`config.mk`:
```
export PLATFORM = sky130hd
export DESIGN_NAME = data_mem_access_unit_flat
export DESIGN_NICKNAME = d
export VERILOG_FILES = /design/src/rtl/data_mem_access_unit_pkg.sv /design/src/rtl/data_mem_access_unit_if.sv /design/src/rtl/data_mem_access_unit_load_extend.sv /design/src/rtl/data_mem_access_unit.sv /design/src/flat_wrapper.sv
export SDC_FILE = /design/constraint.sdc
export NUM_CORES = 1
export LEC_CHECK = 0
export ABC_AREA = 1
export BUFFER_PORTS_ARGS = -buffer_cell sky130_fd_sc_hd__buf_4
export CAP_MARGIN = 0
export CORE_MARGIN = 2
export CORE_UTILIZATION = 32
export CTS_CLUSTER_DIAMETER = 60
export CTS_CLUSTER_SIZE = 28
export DETAILED_ROUTE_END_ITERATION = 7
export PLACE_DENSITY = 0.67
export SLEW_MARGIN = 10
export SYNTH_ARGS = -nofsm -noshare
export SYNTH_HDL_FRONTEND = slang
export SYNTH_HIERARCHICAL = 1
export SYNTH_SLANG_ARGS = --single-unit
```
`constraint.sdc`:
```
create_clock -name clk -period 2.3 [get_ports clk]
set_clock_uncertainty 0.2 [all_clocks]
set_input_delay 0.115 -clock clk [delete_from_list [all_inputs] [get_ports clk]]
set_output_delay 0.115 -clock clk [all_outputs]
set_load 0.1 [all_outputs]
```
`src/rtl/data_mem_access_unit_pkg.sv`:
```
// Shared definitions for the data-memory access unit.
// Holds the funct3 load/store encodings, the FSM state encoding, and the
// helpers that decide whether an access is legal and how it maps onto the
// four byte lanes of a memory word.
package data_mem_access_unit_pkg;

    localparam logic [2:0] F3_B  = 3'b000;
    localparam logic [2:0] F3_H  = 3'b001;
    localparam logic [2:0] F3_W  = 3'b010;
    localparam logic [2:0] F3_BU = 3'b100;
    localparam logic [2:0] F3_HU = 3'b101;

    typedef enum logic [1:0] {
        ST_IDLE = 2'd0,
        ST_REQ  = 2'd1,
        ST_DONE = 2'd2
    } state_t;

    // Stores only support B/H/W; loads add the unsigned B/H forms.
    function automatic logic access_legal(logic is_store, logic [2:0] f3, logic [1:0] off);
        case (f3)
            F3_B:    return 1'b1;
            F3_H:    return ~off[0];
            F3_W:    return off == 2'b00;
            F3_BU:   return ~is_store;
            F3_HU:   return ~is_store & ~off[0];
            default: return 1'b0;
        endcase
    endfunction

    // size is funct3[1:0]: 00 byte, 01 half, otherwise word.
    function automatic logic [3:0] byte_enables(logic [1:0] size, logic [1:0] off);
        case (size)
            2'b00:   return 4'b0001 << off;
            2'b01:   return 4'b0011 << off;
            default: return 4'b1111;
        endcase
    endfunction

    // Narrow store data is replicated so every possible lane already holds it.
    function automatic logic [31:0] lane_data(logic [1:0] size, logic [31:0] wd);
        case (size)
            2'b00:   return {4{wd[7:0]}};
            2'b01:   return {2{wd[15:0]}};
            default: return wd;
        endcase
    endfunction

endpackage

```
`src/rtl/data_mem_access_unit_if.sv`:
```
// Word-addressed req/ack data-memory port.
//   mem_req/mem_we/mem_addr/mem_be/mem_wdata : driven by the access unit
//   mem_ack/mem_rdata                         : driven by the memory
// master = access unit side, slave = memory side.
interface data_mem_access_unit_if #(
    parameter int MEM_AW = 10
);
    logic              mem_req;
    logic              mem_we;
    logic [MEM_AW-1:0] mem_addr;
    logic [3:0]        mem_be;
    logic [31:0]       mem_wdata;
    logic              mem_ack;
    logic [31:0]       mem_rdata;

    modport master (
        output mem_req, mem_we, mem_addr, mem_be, mem_wdata,
        input  mem_ack, mem_rdata
    );

    modport slave (
        input  mem_req, mem_we, mem_addr, mem_be, mem_wdata,
        output mem_ack, mem_rdata
    );
endinterface

```
`src/rtl/data_mem_access_unit_load_extend.sv`:
```
// Combinational load lane select and extension.
//   word : raw 32-bit memory word
//   off  : byte offset addr[1:0]
//   f3   : funct3 load encoding (B/H/W/BU/HU)
//   data : sign- or zero-extended result
module data_mem_access_unit_load_extend
    import data_mem_access_unit_pkg::*;
(
    input  logic [31:0] word,
    input  logic [1:0]  off,
    input  logic [2:0]  f3,
    output logic [31:0] data
);
    logic [31:0] shifted;

    always_comb begin
        shifted = word >> {off, 3'b000};
        case (f3)
            F3_B:    data = {{24{shifted[7]}}, shifted[7:0]};
            F3_BU:   data = {24'b0, shifted[7:0]};
            F3_H:    data = {{16{shifted[15]}}, shifted[15:0]};
            F3_HU:   data = {16'b0, shifted[15:0]};
            default: data = word;
        endcase
    end
endmodule

```
`src/rtl/data_mem_access_unit.sv`:
```
// Data-memory access unit: turns memRead/memWrite from the pipeline into a
// single req/ack memory transaction, returns extended load data and stalls
// the pipeline until the access finishes.
//   clk, rst_n          : clock, asynchronous active-low reset
//   memRead, memWrite   : access request (store wins when both are set)
//   funct3, addr, wdata : access width/sign, byte address, store data
//   rdata               : load result, valid in the single DONE cycle
//   stall               : hold the pipeline
//   fault               : one-cycle pulse on illegal access or bus timeout
//   mem                 : memory port (master side)
module data_mem_access_unit
    import data_mem_access_unit_pkg::*;
#(
    parameter int ADDR_W  = 32,
    parameter int MEM_AW  = 10,
    parameter int TIMEOUT = 15
) (
    input  logic              clk,
    input  logic              rst_n,
    input  logic              memRead,
    input  logic              memWrite,
    input  logic [2:0]        funct3,
    input  logic [ADDR_W-1:0] addr,
    input  logic [31:0]       wdata,
    output logic [31:0]       rdata,
    output logic              stall,
    output logic              fault,
    data_mem_access_unit_if.master mem
);
    localparam int CNT_W = $clog2(TIMEOUT + 1);

    state_t           state, state_nxt;
    logic [CNT_W-1:0] wait_cnt;
    logic             timed_out;
    logic [1:0]       req_off;
    logic [2:0]       req_f3;
    logic [31:0]      load_data;
    logic             req_active;
    logic             req_legal;
    logic             expire;
    logic             unused_addr_hi;

    assign req_active     = memRead | memWrite;
    assign req_legal      = access_legal(memWrite, funct3, addr[1:0]);
    assign expire         = wait_cnt == CNT_W'(TIMEOUT - 1);
    assign unused_addr_hi = ^addr[ADDR_W-1:MEM_AW+2];

    data_mem_access_unit_load_extend u_load_extend (
        .word (mem.mem_rdata),
        .off  (req_off),
        .f3   (req_f3),
        .data (load_data)
    );

    always_ff @(posedge clk or negedge rst_n) begin
        if (!rst_n) state <= ST_IDLE;
        else        state <= state_nxt;
    end

    always_comb begin
        state_nxt = state;
        stall     = 1'b0;
        fault     = 1'b0;
        case (state)
            ST_IDLE: begin
                if (req_active) begin
                    if (req_legal) begin
                        stall     = 1'b1;
                        state_nxt = ST_REQ;
                    end else begin
                        fault = 1'b1;
                    end
                end
            end
            ST_REQ: begin
                stall = 1'b1;
                // An ack on the final allowed cycle still counts as success.
                if (mem.mem_ack || expire) state_nxt = ST_DONE;
            end
            ST_DONE: begin
                fault     = timed_out;
                state_nxt = ST_IDLE;
            end
            default: state_nxt = ST_IDLE;
        endcase
        // The combinational outputs must read 0 while reset is held, even if
        // the pipeline keeps presenting a request.
        if (!rst_n) begin
            stall = 1'b0;
            fault = 1'b0;
        end
    end

    always_ff @(posedge clk or negedge rst_n) begin
        if (!rst_n) begin
            mem.mem_req   <= 1'b0;
            mem.mem_we    <= 1'b0;
            mem.mem_addr  <= '0;
            mem.mem_be    <= '0;
            mem.mem_wdata <= '0;
            rdata         <= '0;
            wait_cnt      <= '0;
            timed_out     <= 1'b0;
            req_off       <= '0;
            req_f3        <= '0;
        end else begin
            case (state)
                ST_IDLE: begin
                    wait_cnt  <= '0;
                    timed_out <= 1'b0;
                    if (req_active && req_legal) begin
                        mem.mem_req   <= 1'b1;
                        mem.mem_we    <= memWrite;
                        mem.mem_addr  <= addr[MEM_AW+1:2];
                        mem.mem_be    <= byte_enables(funct3[1:0], addr[1:0]);
                        mem.mem_wdata <= lane_data(funct3[1:0], wdata);
                        req_off       <= addr[1:0];
                        req_f3        <= funct3;
                    end
                end
                ST_REQ: begin
                    if (mem.mem_ack) begin
                        mem.mem_req <= 1'b0;
                        mem.mem_we  <= 1'b0;
                        rdata       <= mem.mem_we ? '0 : load_data;
                    end else if (expire) begin
                        mem.mem_req <= 1'b0;
                        mem.mem_we  <= 1'b0;
                        timed_out   <= 1'b1;
                        rdata       <= '0;
                    end else begin
                        wait_cnt <= wait_cnt + CNT_W'(1);
                    end
                end
                ST_DONE: begin
                    rdata     <= '0;
                    timed_out <= 1'b0;
                    wait_cnt  <= '0;
                end
                default: ;
            endcase
        end
    end
endmodule

```
`src/flat_wrapper.sv`:
```
// flat-port wrapper written by rule: the top's interface ports become plain ports
module data_mem_access_unit_flat import data_mem_access_unit_pkg::*;
#(
    parameter int ADDR_W  = 32,
    parameter int MEM_AW  = 10,
    parameter int TIMEOUT = 15
)
  (clk, rst_n, memRead, memWrite, funct3, addr, wdata, rdata, stall, fault, mem_mem_req, mem_mem_we, mem_mem_addr, mem_mem_be, mem_mem_wdata, mem_mem_ack, mem_mem_rdata);
  data_mem_access_unit_if #(.MEM_AW(MEM_AW)) mem_i ();
  input  logic clk;
  input  logic rst_n;
  input  logic memRead;
  input  logic memWrite;
  input  logic [2:0] funct3;
  input  logic [ADDR_W-1:0] addr;
  input  logic [31:0] wdata;
  output logic [31:0] rdata;
  output logic stall;
  output logic fault;
  output wire logic [$bits(mem_i.mem_req)-1:0] mem_mem_req;
  output wire logic [$bits(mem_i.mem_we)-1:0] mem_mem_we;
  output wire logic [$bits(mem_i.mem_addr)-1:0] mem_mem_addr;
  output wire logic [$bits(mem_i.mem_be)-1:0] mem_mem_be;
  output wire logic [$bits(mem_i.mem_wdata)-1:0] mem_mem_wdata;
  input wire logic [$bits(mem_i.mem_ack)-1:0] mem_mem_ack;
  input wire logic [$bits(mem_i.mem_rdata)-1:0] mem_mem_rdata;
  assign mem_mem_req = mem_i.mem_req;
  assign mem_mem_we = mem_i.mem_we;
  assign mem_mem_addr = mem_i.mem_addr;
  assign mem_mem_be = mem_i.mem_be;
  assign mem_mem_wdata = mem_i.mem_wdata;
  assign mem_i.mem_ack = mem_mem_ack;
  assign mem_i.mem_rdata = mem_mem_rdata;
  data_mem_access_unit #(.ADDR_W(ADDR_W), .MEM_AW(MEM_AW), .TIMEOUT(TIMEOUT)) u_core (.clk(clk), .rst_n(rst_n), .memRead(memRead), .memWrite(memWrite), .funct3(funct3), .addr(addr), .wdata(wdata), .rdata(rdata), .stall(stall), .fault(fault), .mem(mem_i));
endmodule
```
After elaboration in Yosys (flattened, before gate mapping)
Index checks and enable logic that the tools add are counted.
{ "op_classes": {"n_eq_ne": 19, "reduce_logical": 17, "multipliers": 0, "order_cmp": 0, "div_mod_pow": 0, "shift": 3, "bitwise": 4, "muxes": 32, "add_sub_neg": 1} }
{ "op_table": {"columns": ["op", "count"], "rows": [
  ["$pmux 32 s2", 2],
  ["$pmux 32 s4", 1],
  ["$mux 32", 3],
  ["$shr 32x5->16", 1],
  ["$pmux 4 s2", 2],
  ["$eq 3x3->1 const B", 4],
  ["$mux 1", 12],
  ["$reduce_and 3->1", 4],
  ["$ne 2x1->1 const B", 5],
  ["$pmux 1 s2", 5],
  ["$mux 4", 2],
  ["$eq 3x1->1 const B", 2],
  ["$logic_not 2->1", 3],
  ["$logic_not 3->1", 2],
  ["$mux 2", 3],
  ["$reduce_bool 2->1", 3],
  ["$pmux 1 s5", 1],
  ["$add 4x1->4 const B", 1],
  ["$eq 2x1->1 const B", 2],
  ["$eq 4x4->1 const B", 1],
  ["$ne 2x2->1 const B", 2],
  ["$pmux 2 s2", 1],
  ["$reduce_and 2->1", 2],
  ["$shl 1x2->4 const A", 1],
  ["10 further kinds", 11]
]} }
{ "word_totals": {"elab_cells": 87, "memories": 0, "output_inout_bits": 82, "mem_bits_rw": 0, "rom_bits": 0, "latchBits": 0, "reg_bits": 92, "in_bits": 104} }

Longest topological paths before layout
Gate-level depths: netlist of the first run.
{ "depth": {"depth_word": 7, "depth_mapped": 10, "mapped_depth_nobuf": 10} }

Hierarchy
The synthesis of the first run kept the hierarchy.
{ "modules_own_cells": {"columns": ["mod", "cells_per_inst", "n_inst", "area_each_um2"], "rows": [
  ["data_mem_access_unit", 498, 1, 4057.6],
  ["data_mem_access_unit_load_extend", 194, 1, 878.3]
]} }

Worst setup path after synthesis of the first run
No wires, ideal clock.
{ "synth_path": {"path_kind": "register to output", "from": "register u_core.state[0]", "to": "output stall", "arrival_ns": 2.530, "path_slack_ns": -0.545, "stages_incl_launch_ff": 8, "t_required_ns": 1.985, "path_cell_list": "dfrtp_1 -> inv_2 -> nand2_1 -> nor2_2 -> nand3_4 -> buf_6 -> buf_6 -> a21oi_1"} }
{ "synth_via": {"elab_chain_len": 3, "word_cells_on_any_way": 4} }
{ "synth_lines": {"columns": ["item", "line_no", "source"], "rows": [
  ["start, declared", "data_mem_access_unit.sv:32", "state_t state, state_nxt;"],
  ["start signal, assigned", "data_mem_access_unit.sv:57", "else state <= state_nxt;"],
  ["$eq 2x1->1 or $logic_not 2->1 (tied branches)", "data_mem_access_unit.sv:64", "case (state)"],
  ["$pmux 1 s2 *", "data_mem_access_unit.sv:64", null],
  ["$mux 1 *", "data_mem_access_unit.sv:88", "if (!rst_n) begin"],
  ["end, declared", "flat_wrapper.sv:18", "output logic stall;"]
]} }
Mark *: on every way between the ends. The rest lies on a longest branch, timed or not.

Final worst setup path of the first run
{ "layout_path": {"from": "input funct3[0]", "to": "output stall"} }
{ "layout_via": {"elab_chain_len": 6, "word_cells_on_any_way": 10} }
{ "layout_lines": {"columns": ["item", "line_no", "source"], "rows": [
  ["start, declared", "flat_wrapper.sv:14", "input logic [2:0] funct3;"],
  ["$eq 3x3->1, or another cell as far along", "data_mem_access_unit_pkg.sv:21", "case (f3)"],
  ["$pmux 1 s5 *", "data_mem_access_unit_pkg.sv:21", null],
  ["$mux 1 *", "data_mem_access_unit.sv:67", "if (req_legal) begin"],
  ["$mux 1 *", "data_mem_access_unit.sv:66", "if (req_active) begin"],
  ["$pmux 1 s2 *", "data_mem_access_unit.sv:64", null],
  ["$mux 1 *", "data_mem_access_unit.sv:88", null]
]} }
Marks and branches as above.

==> results.toml, run 1 <==
[outcome]
status = "finished, final reports clean"

[final_layout]
area_delta_synth_final_pct = 53.2
nFillCells = 1445
finalCoreUtilization = 0.499
fin_area_sq_um = 7560
layout-drive-gt1-share = 0.233
nets = 1044
insertedDiodeCount = 0

[logic_synthesis]
ys_seq_area_frac = 0.466
synthCells = 692
synthArstFlopShare = 1.00
syn_area_per_cell_sq_um = 7.13
ys_warn_count = 6
synth-main-ff-cell = "dfrtp_1"
ys_ff_latch = 92
netlist_area_sq_um = 4940
synth_edf_count = 0
yosys.cell_types.count = 27
synth_fp_nets = 798

[route]
wl_per_cell_microns = 14.0
vias = 5359
route.detailed.drc = 0
vias_per_cell = 4.74
ant_nets = 0
wl_mm = 15.8
drtIter0Drc = 341
drt_pass1_iterations = 7

[timing]
max_freq_mhz = 472
tightestPinTransition_ns = 0.646
finalSetupTns_ns = 0
final.min_clock_period_ns = 2.12
hold_viol = 0
slew_violations = 0
slew_headroom = 0.569
finalSetupViolations = 0
timing.final.crit_share = 0.921
grt_setup_unrepaired = "false"

[critical_path]
cp_slowest_stage_delay_ns = 0.55
path_delay_family = "buffers and inverters"
crit_slowest_cell = "dlygate4sd3_1"
crit_fanout = 10
critical_path_depth = 8
r2r.worst_path.cells = 9
cp_num_buf_inv = 4
crit_path_end_kind = "primary output"
path_cells = "dlygate4sd3_1, buf_4, inv_1, nand2_4, nand2_2, nand3_4, a21oi_2, buf_6"
required_ns = 1.99
cp-start-kind = "input pin"
cp.arrival_ns = 1.80
critical_path_class = "input pin to primary output"

[placed_design]
place_congestion = 0.912
portBuffers = 165
place_area_sq_um = 6330
hpwl_mm = 10.8

[clocking]
cts_max_level = 3
cts_buffers = 9
cts.clk_slew.worst_paths_ns = 0.06
clkLatencyLatePin_ns = 0.35
cts_sinks = 92
max-clock-path-buffers = 2
clockRootBuffer = "clkbuf_16"
cts_tree = "yes"

[die]
die_h_microns = 128
core-area_sq_um = 15100
io_pins = 186
chipWidth_microns = 128
dieArea_sq_um = 16400
rows = 45
initial_core_util = 0.326

[run]
maxCapViolations = 0

[global_route]
grt_max_degree = 49
grt_pass1_wl_mm = 25.5
grt_usage = 0.195
grt-ovfl-total = 0
grt_antenna_before_repair = 0
grt_pass1_vias = 5214

[pwr]
leakage_nw = 4.19
ir_worst_vdd_mv = 0.942
p_total_mw = 11.2
power_density_nw_per_um2 = 1480

[min_path]
hold_depth = 7
hold_class = "input pin to flop"
[report_power, final]
group	leakage, nW	switching [mW]	total [mW]	internal [mW]
logic	2.84	5.46	6.94	1.48
clock network	0.167	0.654	1.72	1.07
registers	1.19	0.355	2.55	2.19
[flip-flops by register name, indices dropped and copies added (netlist names)]
name and count:
u_core/req_off 2, u_core/rdata 32, u_core/mem.mem_we 1, u_core/wait_cnt 4, u_core/mem.mem_req 1, u_core/req_f3 3
u_core/mem.mem_addr 10, u_core/state 2, u_core/timed_out 1, u_core/mem.mem_be 4, u_core/mem.mem_wdata 32
[cell families (layout without fill, tap and decap cells)]
| logic type | Yosys count | in the layout | share of synthesized area |
|---|---|---|---|
| and+or+nand+nor | 453 | 453 | 0.380 |
| DFF | 92 | 92 | 0.466 |
| buffers and inverters | 81 | 332 | 0.0806 |
| AOI/OAI and AO/OA | 62 | 62 | 0.0639 |
| adders and majority gates | 2 | 2 | 0.00507 |
| xor gates and xnor gates | 2 | 2 | 0.00355 |
[routing by layer]
metal,up-vias,global-route usage,wire (microns)
li1,2663,-,-
met1,2479,0.243,6820
met2,193,0.334,7570
met3,24,0.0417,1120
met4,0,0.0679,299
met5,-,0,0
[path summary, 6_finish.rpt]
kind / end / from / slack (ns)
worst min register to register: u_core/mem.mem_wdata[27] / u_core/mem.mem_wdata[27] / 0.28
worst max register to register: u_core/rdata[0] / u_core/wait_cnt[0] / 0.45
min in group asynchronous: u_core/timed_out / rst_n / 0.26
max in group asynchronous: u_core/mem.mem_wdata[23] / rst_n / 1.17
worst min-delay path: u_core/rdata[0] / mem_mem_rdata[0] / 0.05
worst max-delay path: stall / funct3[0] / 0.18
[tightest hold or removal path: stages]
cell and delay (ns):
buf_4 0.11, nand2_1 0.05, nand2_1 0.05, nand2_1 0.06, nor2_1 0.03, nand3_1 0.07, nand2_1 0.05
[cells in the mapped netlist (2+ instances only)]
cell type / instances / area share
nand3_2: 2 / 0.0041
buf_1: 3 / 0.0023
dfrtp_1: 92 / 0.47
nand2_2: 5 / 0.0063
buf_6: 7 / 0.016
o21ai_0: 45 / 0.046
ha_1: 2 / 0.0051
buf_4: 6 / 0.0091
nand3_1: 79 / 0.080
inv_2: 5 / 0.0038
nand2_1: 335 / 0.25
buf_2: 13 / 0.013
nor2_1: 23 / 0.017
clkbuf_1: 5 / 0.0038
inv_1: 41 / 0.031
nor2_2: 4 / 0.0051
nand3_4: 2 / 0.0071
o21ai_1: 3 / 0.0030
a21oi_1: 12 / 0.012
[through the flow]
step	cells	worst slack [ns]	hold slack, ns
after floorplan	692	0.0169	-0.381
after global placement	1027	0.525	0.100
after detailed placement	1027	0.482	0.107
after CTS	1131	0.0558	0.0476
after global routing	1131	0.0530	0.115
final	1131	0.182	0.0514
[layout by cell type, fill, tap and decap left out, types with 3 or more instances in the layout]
cell           synthesis  final
nand2_1              335    335
buf_4                  6    179
dfrtp_1               92     92
dlygate4sd3_1          0     88
nand3_1               79     79
o21ai_0               45     45
inv_1                 41     40
nor2_1                23     23
a21oi_1               12     10
clkbuf_16              0      9
inv_2                  5      6
nand2_2                5      4
nor2_2                 4      4
bufinv_16              0      3
o21ai_1                3      3
[area by class of cell]
| cell class | instances | area (sq um) | area share |
|---|---|---|---|
| sequential | 92 | 2300 | 0.304 |
| timing repair buffer | 269 | 2260 | 0.298 |
| multi-input combinational | 519 | 2250 | 0.297 |
| tap | 188 | 235 | 0.0311 |
| clock buffer | 10 | 229 | 0.0303 |
| inverter | 47 | 179 | 0.0237 |
| clock inverter | 6 | 113 | 0.0149 |
[timing repair]
item	in CTS	in global routing
resized for setup	0	3
setup endpoints to repair	0	4
hold buffers	88	0
endpoints found under the hold margin	177	0
buffers inserted	0	0
Note: power is estimated with default switching activity, not from simulation.
==> inputs of run 2 (changes only) <==
CELL_PAD_IN_SITES_DETAIL_PLACEMENT = 1   (was not set)
CELL_PAD_IN_SITES_GLOBAL_PLACEMENT = 1   (was not set)
PLACE_DENSITY = 0.87   (was 0.67)
==> run 2 against run 1 <==
  * Global-route usage is 5.6 points higher
  * Count of clock-buffer cells in the layout stayed put
  * Flip-flop and latch count stayed put
  * Register-to-register slack worse by 0.12 ns
  * Largest cell class unchanged
  * Die area stayed put
  * Combinational power is 2% higher
  * Critical path type is now input pin to flop
  * Final area is 0.46% lower
  * Critical path depth is 2 higher
  * Non-clock buffer count stayed put
  * Sequential share of layout area is 0.14 points higher
  * Highest routed layer unchanged
  * Clock power is 17% lower
  * Fmax is 4.9% lower
==> results.toml, run 2 (synthesized netlist as in run 1, its figures left out) <==
[die]
initial_core_util = 0.326
rows = 45
core-area_sq_um = 15100
chipWidth_microns = 128
die_h_microns = 128
io_pins = 186
dieArea_sq_um = 16400

[pwr]
swShare = 0.603
combPwrFrac = 0.639
intPower_mw = 4.41
ir_worst_vdd_mv = 0.767
leakage_nw = 4.16
switching_power_mw = 6.71
power_density_nw_per_um2 = 1480
p_seq_frac = 0.232
p_clk_frac = 0.129

[critical_path]
crit_fanout = 10
path_cells = "dlygate4sd3_1, buf_4, inv_2, nand2_4, clkinvlp_4, nand2_1, nand3_1, dlygate4sd3_1, nand2_1, nand2_1"
cp_num_buf_inv = 5
crit_slowest_cell = "dlygate4sd3_1"
critical_path_depth = 10
crit_top_cell = "nand2_1"
crit_path_end_kind = "flop"
cp_slowest_stage_delay_ns = 0.58
r2r_setup_slack_ns = 0.33
cp.arrival_ns = 2.25
critical_path_class = "input pin to flop"
required_ns = 2.33
cp-start-kind = "input pin"
r2r.worst_path.cells = 10
path_delay_family = "buffers and inverters"

[timing]
finalSetupViolations = 0
slew_violations = 0
hold_viol = 0
tightestPinTransition_ns = 0.569
slew_headroom = 0.619
timing.hold.ws_ns = 0.103
max_freq_mhz = 449
timing.final.crit_share = 0.968
final.min_clock_period_ns = 2.23
grt_setup_unrepaired = "true"
finalSetupTns_ns = 0

[global_route]
grt-ovfl-total = 0
grt_antenna_before_repair = 0
grt_pass1_wl_mm = 32.2
grt_max_degree = 93
grt_usage = 0.251
grt_pass1_vias = 6220

[route]
drt_pass1_iterations = 4
drtIter0Drc = 319
ant_nets = 0
wl_per_cell_microns = 17.8
wl_mm = 20.1
vias = 5629
vias_per_cell = 4.98
route.detailed.drc = 0

[clocking]
cts_max_level = 3
max-clock-path-buffers = 2
clkLatencyLatePin_ns = 0.35
cts_tree = "yes"
post-cts-setup-buffer-count = 0
clockRootBuffer = "clkbuf_16"
cts.clk_slew.worst_paths_ns = 0.07
cts_buffers = 9
cts_sinks = 92

[final_layout]
layout-drive-gt1-share = 0.231
mostFrequentLayoutCells = "nand2_1 (335), buf_4 (175), dfrtp_1 (92)"
nets = 1044
insertedDiodeCount = 0
reg_top3 = "u_core/mem.mem_wdata (32), u_core/rdata (32), u_core/mem.mem_addr (10)"
area_delta_synth_final_pct = 52.5
final_common_cell = "nand2_1"

[outcome]
status = "finished, final reports clean"

[run]
maxCapViolations = 0

[min_path]
hold_class = "input pin to flop"
hold_depth = 7

[placed_design]
hpwl_mm = 12.3
portBuffers = 165
place_congestion = 0.841
-- run 2: what timing repair did --
action / 4_1_cts / 5_1_grt
resized for setup: 0 / 5
setup endpoints to repair: 0 / 10
hold buffers: 91 / 0
hold endpoints to repair: 178 / 0
-- run 2: power groups by stage --
stage          clock [mW]  sequential (mW)  combinational (mW)
2_1_floorplan           0             6.45                1.40
4_1_cts              1.46             2.57                7.03
6_report             1.43             2.58                7.11
3_3_place_gp            0             2.55                6.79
5_1_grt              1.54             2.66                7.45
3_5_place_dp            0             2.59                6.89
-- run 2: metal layers --
layer	global-route usage	part of all wire	vias up	wire length, microns
met5	0	0	-	0
met4	0.0963	0.031	0	631
met3	0.0522	0.057	47	1160
met2	0.467	0.51	197	10300
met1	0.278	0.40	2726	8000
li1	-	-	2659	-
-- run 2: path summary, 6_finish.rpt --
check                                     start                       end
setup / recovery                      funct3[1]  u_core/mem.mem_wdata[30]
hold / removal                 mem_mem_rdata[0]           u_core/rdata[0]
setup reg to reg              u_core/req_off[0]           u_core/rdata[0]
hold reg to reg            u_core/mem.mem_be[2]      u_core/mem.mem_be[2]
max in group asynchronous                 rst_n  u_core/mem.mem_wdata[16]
min in group asynchronous                 rst_n          u_core/rdata[29]
-- run 2: through the flow --
step / power (mW) / instance area [sq um] / utilization / setup slack, ns / instances
floorplan: 7.85 / 4940 / - / 0.0169 / 692
global placement: 9.34 / 6320 / 0.417 / 0.432 / 1024
detailed placement: 9.48 / 6320 / 0.417 / 0.411 / 1024
CTS: 11.1 / 7510 / 0.496 / 0.0109 / 1131
global route: 11.6 / 7530 / 0.497 / -0.0120 / 1131
finish: 11.1 / 7530 / 0.497 / 0.0728 / 1131
-- run 2: worst min-delay path, cell delays in order --
cell     delay [ns]
buf_4          0.11
nand2_1        0.08
nand2_1        0.06
nand2_1        0.06
nor2_1         0.04
nand3_1        0.09
nand2_1        0.05
-- run 2: final cells by class --
type / instances / area, sq um
Inverter: 47 / 183
Multi-Input combinational cell: 519 / 2250
Fill cell: 1848 / 7620
Tap cell: 188 / 235
Timing Repair Buffer: 269 / 2280
Clock buffer: 10 / 229
Sequential cell: 92 / 2300
Clock inverter: 6 / 47.5
